==> config.mk <==
export PLATFORM = sky130hd
export DESIGN_NAME = mcs4_ram_chip
export DESIGN_NICKNAME = d
export VERILOG_FILES = /design/src/rtl/mcs4_ram_chip_pkg.sv /design/src/rtl/mcs4_cycle_tracker.sv /design/src/rtl/mcs4_ram_chip.sv
export SDC_FILE = /design/constraint.sdc
export NUM_CORES = 1
export LEC_CHECK = 0
export BUFFER_PORTS_ARGS = -buffer_cell sky130_fd_sc_hd__buf_2
export CAP_MARGIN = 30
export CELL_PAD_IN_SITES_DETAIL_PLACEMENT = 0
export CELL_PAD_IN_SITES_GLOBAL_PLACEMENT = 1
export CORE_UTILIZATION = 51
export DETAILED_ROUTE_END_ITERATION = 8
export GPL_ROUTABILITY_DRIVEN = 0
export HOLD_SLACK_MARGIN = 0.02
export MAX_ROUTING_LAYER = met4
export PLACE_DENSITY_LB_ADDON = 0.1
export SLEW_MARGIN = 0
export SYNTH_ARGS = -nofsm -noshare
export SYNTH_HDL_FRONTEND = slang
export SYNTH_SLANG_ARGS = --single-unit
==> constraint.sdc <==
create_clock -name clk -period 21.1 [get_ports clk]
set_input_delay 4.22 -clock clk [delete_from_list [all_inputs] [get_ports clk]]
set_output_delay 4.22 -clock clk [all_outputs]
set_load 0.02 [all_outputs]
==> src/rtl/mcs4_ram_chip_pkg.sv <==
// mcs4_ram_chip_pkg: shared MCS-4 bus types, RAM geometry and I/O-RAM opcode helpers
package mcs4_ram_chip_pkg;
    localparam int Ram_regs_per_chip  = 4;
    localparam int Ram_chars_per_reg  = 16;
    localparam int Ram_status_per_reg = 4;
    typedef logic [3:0] char_t;
    typedef logic [1:0] ram_chip_sel_t;
    typedef logic [1:0] ram_reg_sel_t;
    typedef enum logic [2:0] {A1, A2, A3, M1, M2, X1, X2, X3} instr_cyc_t;
    typedef enum logic [3:0] {
        WRM, WMP, WRR, OPA_UNDEF,
        WR0, WR1, WR2, WR3,
        SBM, RDM, RDR, ADM,
        RD0, RD1, RD2, RD3
    } ioram_opa_t;
    typedef struct packed {
        ram_chip_sel_t chip;
        ram_reg_sel_t  rreg;
    } ram_src_hi_t;
    function automatic logic ram_opa_is_read(ioram_opa_t o);
        return o inside {SBM, RDM, ADM, RD0, RD1, RD2, RD3};
    endfunction
    function automatic logic ram_opa_is_write(ioram_opa_t o);
        return o inside {WRM, WMP, WR0, WR1, WR2, WR3};
    endfunction
endpackage

==> src/rtl/mcs4_cycle_tracker.sv <==
// mcs4_cycle_tracker: follows the 8-phase instruction cycle from sync; locks on the first sync
module mcs4_cycle_tracker
    import mcs4_ram_chip_pkg::*;
(
    input  logic       clk,
    input  logic       rst,
    input  logic       sync,
    output instr_cyc_t phase,
    output logic       locked
);
    always_ff @(posedge clk or posedge rst) begin
        if (rst) begin
            phase  <= A1;
            locked <= 1'b0;
        end else begin
            locked <= locked | sync;
            phase  <= (sync || phase == X3) ? A1 : instr_cyc_t'(phase + 3'd1);
        end
    end
endmodule

==> src/rtl/mcs4_ram_chip.sv <==
// mcs4_ram_chip: bus-side model of one 4002-style RAM chip (SRC decode, I/O-RAM execute, read drive)
module mcs4_ram_chip
    import mcs4_ram_chip_pkg::*;
#(
    parameter logic [1:0] Chip_id = 2'd0
) (
    input  logic       clk,
    input  logic       rst,
    input  logic       sync,
    input  logic       cm_ram,
    input  logic [3:0] data_in,
    output logic [3:0] data_out,
    output logic       data_oe,
    output logic [3:0] port_out
);
    instr_cyc_t   phase;
    logic         locked;
    char_t        data [Ram_regs_per_chip][Ram_chars_per_reg];
    char_t        status [Ram_regs_per_chip][Ram_status_per_reg];
    ram_reg_sel_t src_reg;
    char_t        src_char;
    ioram_opa_t   opa;
    logic         selected, io_pending, src_hi;
    logic         abort, go, exec, rd_now;
    char_t        rd_val;
    ram_src_hi_t  src_hi_in;

    mcs4_cycle_tracker u_trk (
        .clk   (clk),
        .rst   (rst),
        .sync  (sync),
        .phase (phase),
        .locked(locked)
    );

    assign src_hi_in = ram_src_hi_t'(data_in);
    // A sync outside X3 kills whatever this cycle would have decoded or executed
    assign abort  = locked && sync && phase != X3;
    assign go     = locked && !abort;
    assign exec   = go && io_pending && selected;
    assign rd_now = exec && phase == X1 && ram_opa_is_read(opa);
    assign rd_val = opa[3:2] == 2'b11 ? status[src_reg][opa[1:0]] : data[src_reg][src_char];

    always_ff @(posedge clk or posedge rst) begin
        if (rst) begin
            data_out   <= '0;
            data_oe    <= 1'b0;
            port_out   <= '0;
            selected   <= 1'b0;
            io_pending <= 1'b0;
            src_hi     <= 1'b0;
            src_reg    <= '0;
            src_char   <= '0;
            opa        <= WRM;
            data       <= '{default: '0};
            status     <= '{default: '0};
        end else begin
            data_oe  <= rd_now;
            data_out <= rd_now ? rd_val : '0;
            if (abort) begin
                io_pending <= 1'b0;
                src_hi     <= 1'b0;
            end else if (go) begin
                if (phase == M2 && cm_ram) begin
                    io_pending <= 1'b1;
                    opa        <= ioram_opa_t'(data_in);
                end
                if (phase == X2 && !io_pending && cm_ram) begin
                    selected <= src_hi_in.chip == Chip_id;
                    src_reg  <= src_hi_in.rreg;
                    src_hi   <= 1'b1;
                end
                if (phase == X2 && exec && ram_opa_is_write(opa)) begin
                    if (opa == WRM) data[src_reg][src_char] <= data_in;
                    if (opa == WMP) port_out <= data_in;
                    if (opa[3:2] == 2'b01) status[src_reg][opa[1:0]] <= data_in;
                end
                if (phase == X3) begin
                    io_pending <= 1'b0;
                    src_hi     <= 1'b0;
                    if (src_hi && selected) src_char <= data_in;
                end
            end
        end
    end
endmodule
## Word level (Yosys, flattened, before mapping)

Cells that the tools add are included.
Widths: inputs -> output; s select.

| storage, ports and cells | value |
|---|---|
| bits in registers | 346 |
| input port bits | 8 |
| output and inout port bits | 9 |
| logic and storage cells | 189 |

| cells by class | value |
|---|---|
| $add $sub $neg | 1 |
| $lt $le $gt $ge | 6 |
| equal/unequal tests | 19 |
| mux-type cells | 33 |
| bitwise gates (word level) | 5 |
| reduce and logical (&&, ||, !) cells | 34 |

Operator list:

| kind | number |
|---|---|
| $bwmux 256 | 1 |
| $mux 64 | 3 |
| $bmux 64 s2 | 1 |
| $demux 64 s2 | 1 |
| $bwmux 64 | 1 |
| $mux 16 | 3 |
| $bmux 16 s2 | 1 |
| $demux 16 s2 | 1 |
| $mux 4 | 8 |
| $eq 4x4->1 const B | 7 |
| $bmux 4 s4 | 1 |
| $demux 4 s4 | 1 |
| $eq 4x3->1 const B | 4 |
| $logic_and 1x1->1 | 16 |
| $reduce_and 4->1 | 4 |
| $eq 3x3->1 const B | 4 |
| $bmux 4 s2 | 1 |
| $demux 4 s2 | 1 |
| $mux 1 | 8 |
| $reduce_bool 7->1 | 1 |
| $ge 3x3->1 const B | 2 |
| $lt 3x1->1 const B | 2 |
| $not 2->3 | 2 |
| $reduce_and 3->1 | 2 |
| 19 further kinds | 22 |

## Logic depth before layout (Yosys ltp)

| logic depth | value |
|---|---|
| word-level depth | 9 |
| mapped depth | 8 |
| gate-level depth less buffers | 7 |

## Cells and area by module

Synthesis repeated with hierarchy kept, for this count alone.

| second synthesis, totals | value |
|---|---|
| cell total of the unflattened synthesis | 1089 |
| area total of the unflattened synthesis | 16191.8 sq um |

Modules (own cells, without submodules):

| module | instances | cells an instance | area an instance (sq um) |
|---|---|---|---|
| mcs4_ram_chip | 1 | 1078 | 16036.6 |
| mcs4_cycle_tracker | 1 | 11 | 155.1 |

## Least setup slack after synthesis

No wires, ideal clock.

| path | value |
|---|---|
| kind | input to register |
| from | input port sync |
| to | register status[48] (netlist name) |
| setup time | 0.125 ns |
| data arrival time | 5.639 ns |
| required time | 20.975 ns |
| path slack | 15.336 ns |
| cell stages on the path | 5 |
| cells stage by stage | nand2b_1 > and4_1 > or3b_2 > nor2_4 > mux2_2 |

| on the way | value |
|---|---|
| longest elaborated chain between the ends | 9 |

RTL lines:

| what | RTL line | source |
|---|---|---|
| start, declared | mcs4_ram_chip.sv:9 | `input logic sync,` |
| $logic_and 1x1->1 * (2 in a row) | mcs4_ram_chip.sv:38 | `assign abort = locked && sync && phase != X3;` |
| $logic_not 1->1 | mcs4_ram_chip.sv:39 | `assign go = locked && !abort;` |
| $logic_and 1x1->1 | mcs4_ram_chip.sv:39 |  |
| $logic_and 1x1->1 (2 in a row) | mcs4_ram_chip.sv:40 | `assign exec = go && io_pending && selected;` |
| $logic_and 1x1->1 (2 in a row) | mcs4_ram_chip.sv:73 | `if (phase == X2 && exec && ram_opa_is_write(opa)) begin` |
| $reduce_and 4->1 (no source line) * | - |  |
| end signal, assigned by index | mcs4_ram_chip.sv:76 | `if (opa[3:2] == 2'b01) status[src_reg][opa[1:0]] <= data_in;` |
| end, declared | mcs4_ram_chip.sv:19 | `char_t status [Ram_regs_per_chip][Ram_status_per_reg];` |

Mark *: on every way between the ends. The rest lies on a longest branch, timed or not.
A chain may end at the register's enable or synchronous reset.

==> results by group <==
Outcome
  – Run status: complete, no violations

Global route
  – GRT Total Usage: 24.3%
  – Initial antenna violation count: 0
  – Largest net degree at the start of global routing: 138
  – First-pass GRT wire length: 59600 um
  – Grt ovf: 0
  – Vias in the first global route: 9776

Final layout
  – Top Registers: data (256), status (64)
  – Register name with the most flops: data
  – Multi-input combinational cell area: 7220 um^2
  – FF/Latch Area: 8670 um^2
  – Largest register FFs: 256
  – Fillers: 2560
  – Number of diodes: 0
  – Area growth syn-to-layout: 9.78%
  – Leading cell type in the layout, fill and taps excluded: mux2_2
  – Most frequent cells in the layout: mux2_2 (357), dfrtp_1 (344), nand2_1 (65), mux4_2 (61), clkbuf_16 (41)
  – Design area: 17900 um^2
  – Post-layout nets: 1122
  – Layout cell share with drive strength beyond 1: 47.9%

STA
  – Setup ws final: 14.88 ns
  – Slew HR: 34.5%
  – Min Tclk post-route: 6.22 ns
  – RSZ-0062 raised after global routing: false
  – Post-route setup TNS: 0 ns
  – Fmax: 0.161 GHz
  – Final Cycle Share: 29.5%
  – Final hold viol count: 0
  – Clk_skew: 0.0177 ns
  – Slew @ Worst Pin: 0.983 ns
  – Final Max Tran Viols: 0
  – Setup violations, final: 0

Clocking
  – Resize count post-CTS: 0
  – H-tree depth: 2
  – Clock buffer depth: 3
  – Clk Latency, worst-skew pair: 0.53 ns
  – Cts bufs inserted: 38
  – CTS tree: built
  – Total number of clock tree sinks: 346
  – CTS root buffer: clkbuf_16
  – CTS Hold Bufs: 0
  – Worst-path clk slew: 0.06 ns
  – Post-CTS Setup Inserts: 0

Power and ir drop
  – PwrDens: 79.8 nW/um^2
  – VDD IR max: 68.5 uV
  – Static leakage: 8.71 nW

Routing
  – Vias: 9217
  – Met3 WL post-DR: 1290 um
  – Detailed Route WL: 36500 um
  – M1 wire length: 17200 um
  – Met2 wire len: 17500 um
  – 1st-iter DRT viols: 564
  – DRT Pass-1 Iters: 5
  – Final ANT Viol Nets: 0
  – Top routing layer in use: met4
  – Drt wl/cell: 23.8 um
  – DRC viols: 0
  – Via/cell ratio: 6.00

Placement
  – Detail Placement HPWL: 22900 um
  – Place WS: 14.16 ns
  – Dpl cell area: 16600 um^2
  – Port Buffers: 16

Floorplanning
  – Core footprint: 31500 um^2
  – Die width: 181 um
  – # rows: 65
  – Starting density of the core: 51.8%
  – I/O pins: 17
  – DIE AREA: 32700 um^2
  – Die H: 181 um

Logic synthesis
  – Syn Inst Count: 1117
  – Synth area leader: dfrtp_1
  – Sequential cell area fraction in the yosys report: 53.1%
  – Mean post-synth cell area: 14.6 um^2
  – Synth warnings: 0
  – Post-Syn Area: 16300 um^2
  – Synthesis-stage register bit count: 346
  – Post-synthesis net count: 1130
  – Yosys top cell area share: 53.1%
  – Synth async-reset ratio: 100%
  – Largest cells by area after synthesis: dfrtp_1 (53%), mux2_2 (25%), mux4_2 (8.4%)
  – Post-synth top flop: dfrtp_1
  – Synth unique cells: 58
  – Post-synth EDFFs: 0

Worst setup path
  – Crit-path cells: buf_2 -> inv_8 -> buf_16 -> buf_4 -> buf_4
  – Crit path max fanout: 131
  – CP Launch Type: primary input
  – Crit path arrival time: 6.73 ns
  – Worst path slowest cell: buf_4
  – Setup CP Type: primary input to asynchronous set/reset pin
  – WP data required: 21.62 ns
  – Worst setup EP type: asynchronous set/reset pin
  – CP dominant cell by count: buf_4
  – Crit path largest cell delay: 0.81 ns

Min path
  – Worst Hold Class: register to register

Run
  – Max-Cap Viols: 0
-- worst max-delay path, delay by kind of cell --
family / cells / cell delay, ns
buf+inv: 5 / 2.26
-- per-stage QoR --
stage	util, %	cells	hold slack (ns)	power (W)
6_report	56.9	1535	0.493	0.00143
5_1_grt	56.9	1535	0.504	0.00148
3_3_place_gp	52.7	1468	0.470	0.000774
2_1_floorplan	-	1117	0.452	0.000754
4_1_cts	56.8	1533	0.499	0.00145
3_5_place_dp	52.8	1469	0.485	0.000775
-- cell type report --
class	instances	share of cell area, %
tap	402	2.81
timing repair buffer	32	1.27
clock inverter	3	0.363
inverter	5	0.147
multi-input combinational	686	40.3
sequential	346	48.4
clock buffer	61	6.71
-- layer usage --
layer	GRT usage [%]	vias to the layer above
met1	34.4	4914
met2	37.7	133
met4	5.33	0
li1	-	4124
met3	3.12	46
met5	-	-
-- synth_stat cells, types with 10 or more instances --
library cell / number
buf_4: 15
nand2b_1: 12
mux4_2: 61
buf_2: 11
mux2_2: 357
nand2_4: 10
o22ai_1: 20
nand2_1: 65
mux2i_1: 21
nor2_1: 19
clkbuf_1: 47
dfrtp_1: 346
-- worst paths after layout --
kind                                 from             end  slack, ns  cells past startpoint
max in group clk                     sync       data[134]      15.26                      6
min reg2reg                u_trk.phase[0]  u_trk.phase[0]       0.49                      1
min                        u_trk.phase[0]  u_trk.phase[0]       0.49                      1
min in group asynchronous             rst      status[33]       3.59                      2
max reg2reg                    src_reg[1]     data_out[1]      17.58                      5
max                                   rst        data[98]      14.88                      5
-- power by group --
group | internal (W) | switching, W | total [W]
registers | 0.000667 | 0.0000118 | 0.000679
clock network | 0.000411 | 0.000257 | 0.000668
logic | 0.0000249 | 0.0000574 | 0.0000823
total | 0.00110 | 0.000326 | 0.00143
-- cell families after synthesis --
group                      Yosys count  share of synthesized area [%]
adders and majority gates            5                          0.383
DFF                                346                           53.1
muxes                              440                           34.4
buffers and inverters               85                           2.71
AOI/OAI and AO/OA                   68                           3.03
and+or+nand+nor                    173                           6.39
No activity file was read; power rests on OpenSTA's default activity.
